==> config.mk <==
export PLATFORM = sky130hd
export DESIGN_NAME = ahb_master_arb_flat
export DESIGN_NICKNAME = d
export VERILOG_FILES = /design/src/rtl/ahb_master_arb_if.sv /design/src/rtl/ahb_master_arb.sv /design/src/flat_wrapper.sv
export SDC_FILE = /design/constraint.sdc
export NUM_CORES = 1
export LEC_CHECK = 0
export ABC_AREA = 1
export CORE_AREA = 10 10 114 116
export DETAILED_ROUTE_END_ITERATION = 8
export DIE_AREA = 0 0 124 126
export MAX_ROUTING_LAYER = met4
export PLACE_DENSITY_LB_ADDON = 0.05
export SETUP_SLACK_MARGIN = 0.2
export SYNTH_ARGS = -nofsm -noshare
export SYNTH_HDL_FRONTEND = slang
export SYNTH_SLANG_ARGS = --single-unit
export TNS_END_PERCENT = 30
==> constraint.sdc <==
create_clock -name clk -period 1.7 [get_ports clk]
set_input_delay 0.34 -clock clk [delete_from_list [all_inputs] [get_ports clk]]
set_output_delay 0.34 -clock clk [all_outputs]
set_load 0.05 [all_outputs]
==> src/rtl/ahb_master_arb_if.sv <==
// rtl/ahb_master_arb_if.sv - Requester-side and AHB master command port bundle for ahb_master_arb
interface ahb_master_arb_if #(
  parameter int NUM_REQ    = 2,
  parameter int ADDR_WIDTH = 32,
  parameter int DATA_WIDTH = 32
);
  localparam int SW = DATA_WIDTH / 8;

  logic [NUM_REQ-1:0]            req_valid;
  logic [NUM_REQ*ADDR_WIDTH-1:0] req_addr;
  logic [NUM_REQ*3-1:0]          req_burst;
  logic [NUM_REQ*3-1:0]          req_size;
  logic [NUM_REQ*4-1:0]          req_prot;
  logic [NUM_REQ-1:0]            req_write;
  logic [NUM_REQ*SW-1:0]         req_strb;
  logic [NUM_REQ*DATA_WIDTH-1:0] req_wdata;
  logic [NUM_REQ-1:0]            req_end_trans;
  logic [NUM_REQ-1:0]            req_ready;
  logic [NUM_REQ-1:0]            req_error;
  logic [DATA_WIDTH-1:0]         rsp_rdata;

  logic                  m_valid;
  logic [ADDR_WIDTH-1:0] m_addr;
  logic [2:0]            m_burst;
  logic [2:0]            m_size;
  logic [3:0]            m_prot;
  logic                  m_write;
  logic [SW-1:0]         m_strb;
  logic [DATA_WIDTH-1:0] m_wdata;
  logic                  m_end_trans;
  logic                  m_ready;
  logic [DATA_WIDTH-1:0] m_rdata;
  logic                  m_error;

  modport master (
    input  req_valid, req_addr, req_burst, req_size, req_prot, req_write,
           req_strb, req_wdata, req_end_trans,
    output req_ready, req_error, rsp_rdata,
    output m_valid, m_addr, m_burst, m_size, m_prot, m_write, m_strb,
           m_wdata, m_end_trans,
    input  m_ready, m_rdata, m_error
  );

  modport slave (
    output req_valid, req_addr, req_burst, req_size, req_prot, req_write,
           req_strb, req_wdata, req_end_trans,
    input  req_ready, req_error, rsp_rdata,
    input  m_valid, m_addr, m_burst, m_size, m_prot, m_write, m_strb,
           m_wdata, m_end_trans,
    output m_ready, m_rdata, m_error
  );
endinterface

==> src/rtl/ahb_master_arb.sv <==
// rtl/ahb_master_arb.sv - Round-robin owner arbiter for one AHB master command port
// A requester keeps the port from its first beat until its end_trans beat handshakes.
module ahb_master_arb #(
  parameter int NUM_REQ    = 2,
  parameter int ADDR_WIDTH = 32,
  parameter int DATA_WIDTH = 32,
  localparam int GW        = (NUM_REQ > 1) ? $clog2(NUM_REQ) : 1
) (
  input  logic                 clk,
  input  logic                 rst,
  ahb_master_arb_if.master     bus,
  output logic                 busy,
  output logic [GW-1:0]        grant_id,
  output logic                 len_err
);
  localparam int SW = DATA_WIDTH / 8;

  typedef enum logic {IDLE, OWN} state_t;

  state_t          state_q, state_d;
  logic [GW-1:0]   grant_q, grant_d;
  logic [GW-1:0]   last_q, last_d;
  logic [4:0]      beat_cnt_q, beat_cnt_d;
  logic [2:0]      burst_q, burst_d;
  logic            len_err_q, len_err_d;

  logic [GW-1:0]   winner;
  logic            any_valid;
  logic            own;
  logic            hs;
  int              g_idx;
  logic [2:0]      burst_chk;
  logic [5:0]      total_beats;
  logic [5:0]      exp_beats;
  logic            len_bad;

  function automatic logic [GW-1:0] rr_index(input logic [GW-1:0] base, input int k);
    int s;
    s = (int'(base) + k) % NUM_REQ;
    return GW'(s);
  endfunction

  // Scan from farthest to nearest so the index closest after last_q is assigned last.
  always_comb begin
    winner    = '0;
    any_valid = 1'b0;
    for (int k = NUM_REQ; k >= 1; k--) begin
      if (bus.req_valid[rr_index(last_q, k)]) begin
        winner    = rr_index(last_q, k);
        any_valid = 1'b1;
      end
    end
  end

  // Reset gates the mux so an aborted transfer stops forwarding in the reset cycle itself.
  assign own   = (state_q == OWN) && !rst;
  assign g_idx = int'(grant_q);

  always_comb begin
    bus.m_valid     = 1'b0;
    bus.m_addr      = '0;
    bus.m_burst     = '0;
    bus.m_size      = '0;
    bus.m_prot      = '0;
    bus.m_write     = 1'b0;
    bus.m_strb      = '0;
    bus.m_wdata     = '0;
    bus.m_end_trans = 1'b0;
    bus.req_ready   = '0;
    bus.req_error   = '0;
    bus.rsp_rdata   = '0;
    if (own) begin
      bus.m_valid          = bus.req_valid[g_idx];
      bus.m_addr           = bus.req_addr[g_idx*ADDR_WIDTH +: ADDR_WIDTH];
      bus.m_burst          = bus.req_burst[g_idx*3 +: 3];
      bus.m_size           = bus.req_size[g_idx*3 +: 3];
      bus.m_prot           = bus.req_prot[g_idx*4 +: 4];
      bus.m_write          = bus.req_write[g_idx];
      bus.m_strb           = bus.req_strb[g_idx*SW +: SW];
      bus.m_wdata          = bus.req_wdata[g_idx*DATA_WIDTH +: DATA_WIDTH];
      bus.m_end_trans      = bus.req_end_trans[g_idx];
      bus.req_ready[g_idx] = bus.m_ready;
      bus.req_error[g_idx] = bus.m_error & bus.m_ready;
      bus.rsp_rdata        = bus.m_rdata;
    end
  end

  assign hs = bus.m_valid & bus.m_ready;

  // The burst code is trusted only from the first beat; later beats may carry anything.
  always_comb begin
    burst_chk   = (beat_cnt_q == 5'd0) ? bus.m_burst : burst_q;
    total_beats = {1'b0, beat_cnt_q} + 6'd1;
    case (burst_chk)
      3'd0:       exp_beats = 6'd1;
      3'd2, 3'd3: exp_beats = 6'd4;
      3'd4, 3'd5: exp_beats = 6'd8;
      3'd6, 3'd7: exp_beats = 6'd16;
      default:    exp_beats = 6'd0;
    endcase
    len_bad = (burst_chk != 3'd1) && (total_beats != exp_beats);
  end

  always_comb begin
    state_d    = state_q;
    grant_d    = grant_q;
    last_d     = last_q;
    beat_cnt_d = beat_cnt_q;
    burst_d    = burst_q;
    len_err_d  = len_err_q;
    case (state_q)
      IDLE: begin
        if (any_valid) begin
          state_d    = OWN;
          grant_d    = winner;
          last_d     = winner;
          beat_cnt_d = '0;
        end
      end
      OWN: begin
        if (hs) begin
          if (beat_cnt_q == 5'd0) burst_d = bus.m_burst;
          if (beat_cnt_q != 5'd31) beat_cnt_d = beat_cnt_q + 5'd1;
          if (bus.m_end_trans) begin
            state_d = IDLE;
            grant_d = '0;
            if (len_bad) len_err_d = 1'b1;
          end
        end
      end
    endcase
  end

  always_ff @(posedge clk) begin
    if (rst) begin
      state_q    <= IDLE;
      grant_q    <= '0;
      last_q     <= GW'(NUM_REQ - 1);
      beat_cnt_q <= '0;
      burst_q    <= '0;
      len_err_q  <= 1'b0;
    end else begin
      state_q    <= state_d;
      grant_q    <= grant_d;
      last_q     <= last_d;
      beat_cnt_q <= beat_cnt_d;
      burst_q    <= burst_d;
      len_err_q  <= len_err_d;
    end
  end

  assign busy     = (state_q == OWN);
  assign grant_id = grant_q;
  assign len_err  = len_err_q;
endmodule

==> src/flat_wrapper.sv <==
// flat-port wrapper written by rule: the top's interface ports become plain ports
module ahb_master_arb_flat 
#(
  parameter int NUM_REQ    = 2,
  parameter int ADDR_WIDTH = 32,
  parameter int DATA_WIDTH = 32,
  localparam int GW        = (NUM_REQ > 1) ? $clog2(NUM_REQ) : 1
)
  (clk, rst, busy, grant_id, len_err, bus_req_valid, bus_req_addr, bus_req_burst, bus_req_size, bus_req_prot, bus_req_write, bus_req_strb, bus_req_wdata, bus_req_end_trans, bus_req_ready, bus_req_error, bus_rsp_rdata, bus_m_valid, bus_m_addr, bus_m_burst, bus_m_size, bus_m_prot, bus_m_write, bus_m_strb, bus_m_wdata, bus_m_end_trans, bus_m_ready, bus_m_rdata, bus_m_error);
  ahb_master_arb_if #(.NUM_REQ(NUM_REQ), .ADDR_WIDTH(ADDR_WIDTH), .DATA_WIDTH(DATA_WIDTH)) bus_i ();
  input  logic clk;
  input  logic rst;
  output logic busy;
  output logic [GW-1:0] grant_id;
  output logic len_err;
  input wire logic [$bits(bus_i.req_valid)-1:0] bus_req_valid;
  input wire logic [$bits(bus_i.req_addr)-1:0] bus_req_addr;
  input wire logic [$bits(bus_i.req_burst)-1:0] bus_req_burst;
  input wire logic [$bits(bus_i.req_size)-1:0] bus_req_size;
  input wire logic [$bits(bus_i.req_prot)-1:0] bus_req_prot;
  input wire logic [$bits(bus_i.req_write)-1:0] bus_req_write;
  input wire logic [$bits(bus_i.req_strb)-1:0] bus_req_strb;
  input wire logic [$bits(bus_i.req_wdata)-1:0] bus_req_wdata;
  input wire logic [$bits(bus_i.req_end_trans)-1:0] bus_req_end_trans;
  output wire logic [$bits(bus_i.req_ready)-1:0] bus_req_ready;
  output wire logic [$bits(bus_i.req_error)-1:0] bus_req_error;
  output wire logic [$bits(bus_i.rsp_rdata)-1:0] bus_rsp_rdata;
  output wire logic [$bits(bus_i.m_valid)-1:0] bus_m_valid;
  output wire logic [$bits(bus_i.m_addr)-1:0] bus_m_addr;
  output wire logic [$bits(bus_i.m_burst)-1:0] bus_m_burst;
  output wire logic [$bits(bus_i.m_size)-1:0] bus_m_size;
  output wire logic [$bits(bus_i.m_prot)-1:0] bus_m_prot;
  output wire logic [$bits(bus_i.m_write)-1:0] bus_m_write;
  output wire logic [$bits(bus_i.m_strb)-1:0] bus_m_strb;
  output wire logic [$bits(bus_i.m_wdata)-1:0] bus_m_wdata;
  output wire logic [$bits(bus_i.m_end_trans)-1:0] bus_m_end_trans;
  input wire logic [$bits(bus_i.m_ready)-1:0] bus_m_ready;
  input wire logic [$bits(bus_i.m_rdata)-1:0] bus_m_rdata;
  input wire logic [$bits(bus_i.m_error)-1:0] bus_m_error;
  assign bus_i.req_valid = bus_req_valid;
  assign bus_i.req_addr = bus_req_addr;
  assign bus_i.req_burst = bus_req_burst;
  assign bus_i.req_size = bus_req_size;
  assign bus_i.req_prot = bus_req_prot;
  assign bus_i.req_write = bus_req_write;
  assign bus_i.req_strb = bus_req_strb;
  assign bus_i.req_wdata = bus_req_wdata;
  assign bus_i.req_end_trans = bus_req_end_trans;
  assign bus_req_ready = bus_i.req_ready;
  assign bus_req_error = bus_i.req_error;
  assign bus_rsp_rdata = bus_i.rsp_rdata;
  assign bus_m_valid = bus_i.m_valid;
  assign bus_m_addr = bus_i.m_addr;
  assign bus_m_burst = bus_i.m_burst;
  assign bus_m_size = bus_i.m_size;
  assign bus_m_prot = bus_i.m_prot;
  assign bus_m_write = bus_i.m_write;
  assign bus_m_strb = bus_i.m_strb;
  assign bus_m_wdata = bus_i.m_wdata;
  assign bus_m_end_trans = bus_i.m_end_trans;
  assign bus_i.m_ready = bus_m_ready;
  assign bus_i.m_rdata = bus_m_rdata;
  assign bus_i.m_error = bus_m_error;
  ahb_master_arb #(.NUM_REQ(NUM_REQ), .ADDR_WIDTH(ADDR_WIDTH), .DATA_WIDTH(DATA_WIDTH)) u_core (.clk(clk), .rst(rst), .bus(bus_i), .busy(busy), .grant_id(grant_id), .len_err(len_err));
endmodule
* Word level (Yosys, flattened, before mapping)
Cells that the tools add are included.
Word-level totals: bits in registers 12, input port bits 198, word-level logic and storage cells 95
Operators by class: $add $sub $neg 4, $mul 1, order comparisons 4, equality and inequality tests 13, shift operators 6, multiplexer cells 42, bitwise gates (word level) 5, reduce and logical (&&, ||, !) cells 14
Operators by type and width (number):
- 64-bit by 7-bit variable part select with 32-bit output | 2
- 32-bit 2-to-1 mux | 3
- 6-bit by 32-bit variable part select with 3-bit output | 2
- 1-bit 2-to-1 mux | 24
- 5-bit one-hot mux with 4 select lines | 1
- 8-bit by 4-bit variable part select with 4-bit output | 2
- 5-bit 2-to-1 mux | 3
- 3-bit == test (second input constant) | 4
- 5-bit one-hot mux with 2 select lines | 1
- 3-bit 2-to-1 mux | 3
- 4-bit 2-to-1 mux | 2
- 5-bit by 1-bit adder with 6-bit output (second input constant) | 1
- 3-bit by 2-bit == test with 1-bit output (second input constant) | 2
- 1-bit by 2-bit less-than comparator with 1-bit output (second input constant) | 3
- 2-bit inequality test (second input constant) | 3
- 6-bit by 5-bit inequality test with 1-bit output | 1
- 3-bit AND reduction | 2
- 2-bit OR reduction | 3
- 5-bit by 1-bit adder with 5-bit output (second input constant) | 1
- 5-bit zero test | 1
- 5-bit inequality test (second input constant) | 1
- 2-bit bitwise AND | 2
- 2-bit 2-to-1 mux | 2
- 1-bit one-hot mux with 2 select lines | 2
- other kinds (13) | 18

* Depth between registers and ports, before layout
depth after elaboration 10, depth in mapped cells 14, depth with buffers taken out 14

* Worst setup path before layout
Ideal clock, no wire load.
kind reg2out, start register u_core.grant_q (netlist: u_core.grant_id), end output bus_req_error[1], arrival 2.639 ns, data required time 1.360 ns, slack -1.279 ns, stages on the path, launching flop included 5, path buffers 2, path through dfxtp_1 > inv_2 > buf_4 > buf_2 > nor4_1
On the way: word-level cells in the longest chain between the ends 6, elaborated cells between the ends (all ways) 7, classes of those cells 2 x order compare; 3 x mux; 1 x bitwise; 1 x reduce/logical
RTL lines:
- start: declaration | line ahb_master_arb.sv:21 | logic [GW-1:0] grant_q, grant_d;
- start signal: assignment | line ahb_master_arb.sv:144 | grant_q <= grant_d;
- 1-bit by 2-bit less-than comparator with 1-bit output (implied by the code) / 1-bit >= comparator (equally long branches) | line ahb_master_arb.sv:83 | bus.req_error[g_idx] = bus.m_error & bus.m_ready;
- 1-bit logical AND (implied by the code) | line ahb_master_arb.sv:83
- 1-bit 2-to-1 mux (implied by the code) | line ahb_master_arb.sv:83
- 1-bit demux with 1-bit select (*)
- 2-bit bitwise AND (no source line) (*)
- 2-bit 2-to-1 mux (*) | line ahb_master_arb.sv:72 | if (own) begin
- end: declaration | line flat_wrapper.sv:26 | output wire logic [$bits(bus_i.req_error)-1:0] bus_req_error;
Mark *: on every way between the ends. The rest lies on a longest branch, timed or not.

* Worst setup path in the final report
start register u_core.grant_q (netlist: u_core.grant_id), end output bus_m_wdata[12]
On the way: word-level cells in the longest chain between the ends 2
RTL lines:
- 64-bit by 7-bit variable part select with 32-bit output | line ahb_master_arb.sv:80 | bus.m_wdata = bus.req_wdata[g_idx*DATA_WIDTH +: DATA_WIDTH];
- 32-bit 2-to-1 mux | line ahb_master_arb.sv:72
- end: declaration | line flat_wrapper.sv:35 | output wire logic [$bits(bus_i.m_wdata)-1:0] bus_m_wdata;
Every way passes these cells.

==> flow_summary.ini <==
[synthesis]
synth_compound_area_share_pct = 23.0
yosys.area_share.adder_pct = 1.61
synthXorXnorAreaFrac_pct = 0.377
synth_cells = 470
synth-simple-area-share_pct = 48.2
synth_top_family_by_area = simple AND/OR/NAND/NOR gates
netlist-cell-type-count = 34
muxShareOfSynthArea_pct = 0
netlist_area_sq_mm = 0.00232
ys_seq_area_share_pct = 10.3
yosys_warnings = 0
syn_nets = 671
ys_ff_latch = 12
syn_area_per_cell_sq_um = 4.95

[setup_path]
crit_fanout = 9
crit_start = u_core.grant_id
worst-r2r-cell-count = 13
worst_path_max_delay_cell = dfxtp_4
crit_chain = inv_8 -> buf_12 -> buf_16 -> nand2_1 -> a21oi_4 -> buf_8
rr_endpoint = u_core.len_err
arrival_ps = 1420
crit_required_ps = 1360
max_stage_delay_ps = 400
cp-start-kind = flip-flop
crit_path_end_kind = output pin
ff2ff_setup_slack_ps = 20
regToRegStartpoint = u_core.grant_id
crit_type = reg -> out

[die]
start_util_pct = 21.7
die_h_um = 126
design.core.area_sq_mm = 0.0107
num_rows = 38
die_area_sq_mm = 0.0156
dieWidth_um = 124
pin_count = 318

[power]
power_frac_seq_pct = 10.2
p_sw_mw = 1.48
p_per_area_mw_per_mm2 = 393
p_leak_nw = 3.23
p_sw_share_pct = 47.8
p_comb_share_pct = 81.2
vdd_drop_max_v = 0.000289
clockPowerShare_pct = 8.6
p_int_mw = 1.62

[sta]
fmaxAchievable_mhz = 569
timing.hold.ws_ps = 453
hold_viol = 0
period_minus_slack_ps = 1760
relSlewSlack_pct = 82.0
finalSetupViolations = 50
setup_ws_ps = -57.0
rsz0062_at_grt = true
slew_violations = 0
fin_skew_ps = 0.672
fin_tns_setup_ps = -870
tightest_slew_ps = 269
fin_crit_sh_pct = 103

[detailed_routing]
via_per_inst = 4.59
wirelength_um = 18500
antenna_left = 0
drtPass1Iterations = 5
first_iter_violations = 191
via_count = 4354
routedWlPerCell_um = 19.6
drc = 0

[global_routing]
grt_pass1_wl_um = 27200
grt_max_degree = 29
grt_pass1_vias = 4679
gr-usage-all-layers_pct = 22.8
grt_overflow_total = 0
grt_antenna_before_repair = 2

[cts]
clk_path_buf_depth = 2
clock_sinks = 12
cts_root_buffer = clkbuf_8
tritoncts = built
htreeDepth = 1
clk_pin_slew_ps = 50
insertion_delay_ps = 240
cts-buffers-inserted = 3
holdBufCountCts = 0

[finish]
nFillCells = 789
fin_cells = 948
drive_above_1_share_pct = 43.5
fin_area_sq_mm = 0.00790
nNetsFinal = 1008
area_growth_pct = 240

[placement]
dp_hpwl_um = 14900
place_congestion = 0.957
post_dp_cell_area_sq_mm = 0.00686
port_buffers = 317
dp_slack_ps = -419
dp_cells = 928

[status]
status = finished, violations left
violations = setup timing

[min_path]
holdPathStages = 2
holdPathEnd = u_core.burst_q[0]
hold_path.startpoint = u_core.burst_q[0]
hold_class = reg -> reg

[job]
maxCapViolCount = 0
-- layout by cell type (no fill, tap or decap), types with 3 or more instances in the layout --
cell	instances
nand3_4	3
nand3_1	7
nand2_4	10
nand2_1	166
buf_6	45
inv_2	6
o21ai_2	3
nand2_2	25
clkinv_1	3
a21oi_1	8
buf_12	37
clkbuf_8	3
inv_1	51
nor2_4	15
buf_16	8
nor2_2	21
clkdlybuf4s50_1	195
a21oi_2	9
o21ai_1	3
buf_8	36
nor2_1	6
dfxtp_1	9
buf_4	38
a21oi_4	71
-- cells in the mapped netlist --
| cell | number | share of area, % |
|---|---|---|
| a211oi_2 | 1 | 0.54 |
| a21oi_1 | 85 | 18 |
| a21oi_2 | 2 | 0.75 |
| a21oi_4 | 1 | 0.70 |
| a31o_1 | 1 | 0.38 |
| buf_1 | 1 | 0.16 |
| buf_2 | 11 | 2.4 |
| buf_4 | 2 | 0.65 |
| buf_6 | 1 | 0.48 |
| clkbuf_1 | 16 | 2.6 |
| clkinv_1 | 2 | 0.32 |
| clkinv_2 | 1 | 0.22 |
| dfxtp_1 | 12 | 10 |
| ha_1 | 3 | 1.6 |
| inv_1 | 55 | 8.9 |
| inv_2 | 5 | 0.81 |
| nand2_1 | 191 | 31 |
| nand2_2 | 6 | 1.6 |
| nand2_4 | 4 | 1.9 |
| nand3_1 | 8 | 1.7 |
| nand3_2 | 3 | 1.3 |
| nand3_4 | 1 | 0.75 |
| nand4_1 | 2 | 0.54 |
| nor2_1 | 38 | 6.1 |
| nor2_2 | 2 | 0.54 |
| nor2_4 | 2 | 0.97 |
| nor2_8 | 1 | 0.86 |
| nor3_1 | 2 | 0.43 |
| nor4_1 | 2 | 0.54 |
| o21ai_0 | 3 | 0.65 |
| o21ai_1 | 2 | 0.43 |
| o21ai_2 | 2 | 0.75 |
| o31ai_2 | 1 | 0.54 |
| xor2_1 | 1 | 0.38 |
-- metal layers --
| layer | share of wire (%) | wire, um | global-route usage (%) |
|---|---|---|---|
| met3 | 9.7 | 1800 | 6.34 |
| met5 | 0 | 0 | - |
| met2 | 54 | 9970 | 42.7 |
| met1 | 34 | 6280 | 22.2 |
| met4 | 2.6 | 490 | 5.89 |
-- worst max-delay path by stage --
stage	end	slack, ps	depth (start not counted)
2_1_floorplan	bus_req_error[0]	-30	5
3_3_place_gp	u_core.len_err	-410	14
3_5_place_dp	bus_m_strb[0]	-420	6
4_1_cts	bus_m_addr[9]	-30	4
5_1_grt	u_core.len_err	-130	13
6_report	bus_m_wdata[12]	-60	6
-- final cells by class --
type | count | area, sq um | share of cell area, %
repair buffers | 361 | 4270 | 54.0
multi-input cells | 366 | 2890 | 36.7
clock buffers | 3 | 41.3 | 0.523
clock inverters | 1 | 3.75 | 0.0475
flip-flops and latches | 12 | 249 | 3.15
diodes | 2 | 5.00 | 0.0634
inverters | 63 | 262 | 3.31
well taps | 140 | 175 | 2.22
-- state kept, by name, indices dropped and copies added (netlist names) --
name / flops
u_core.beat_cnt_q: 5
u_core.burst_q: 3
u_core.busy: 1
u_core.grant_id: 1
u_core.last_q: 1
u_core.len_err: 1
-- critical path, delay by kind of cell (launching register included) --
family / cells / cell delay (ps)
buffers and inverters: 4 / 510
DFF: 1 / 400
AOI/OAI and AO/OA: 1 / 160
and+or+nand+nor: 1 / 100
-- logic make-up after synthesis --
family,Yosys count
AOI/OAI and AO/OA,98
xor gates and xnor gates,1
adders and majority gates,3
buffers and inverters,94
DFF,12
and+or+nand+nor,262
-- what timing repair did --
item,in CTS,in global routing
cloned,8,0
setup endpoints to repair,128,129
setup buffers,5,1
resized for setup,180,23
pin swaps,26,18
-- per-stage QoR --
stage | util (%) | total power, mW
floorplan | - | 1.55
global placement | 64.1 | 2.48
detailed placement | 64.1 | 2.50
CTS | 72.8 | 3.09
global route | 73.8 | 3.24
finish | 73.8 | 3.10
-- power groups by stage --
stage	Sequential [mW]	Combinational [mW]	Clock, mW
6_report	0.317	2.52	0.266
3_3_place_gp	0.314	2.17	0
3_5_place_dp	0.314	2.19	0
4_1_cts	0.316	2.50	0.268
5_1_grt	0.318	2.65	0.279
2_1_floorplan	0.327	1.23	0
No activity file was read; power rests on OpenSTA's default activity.
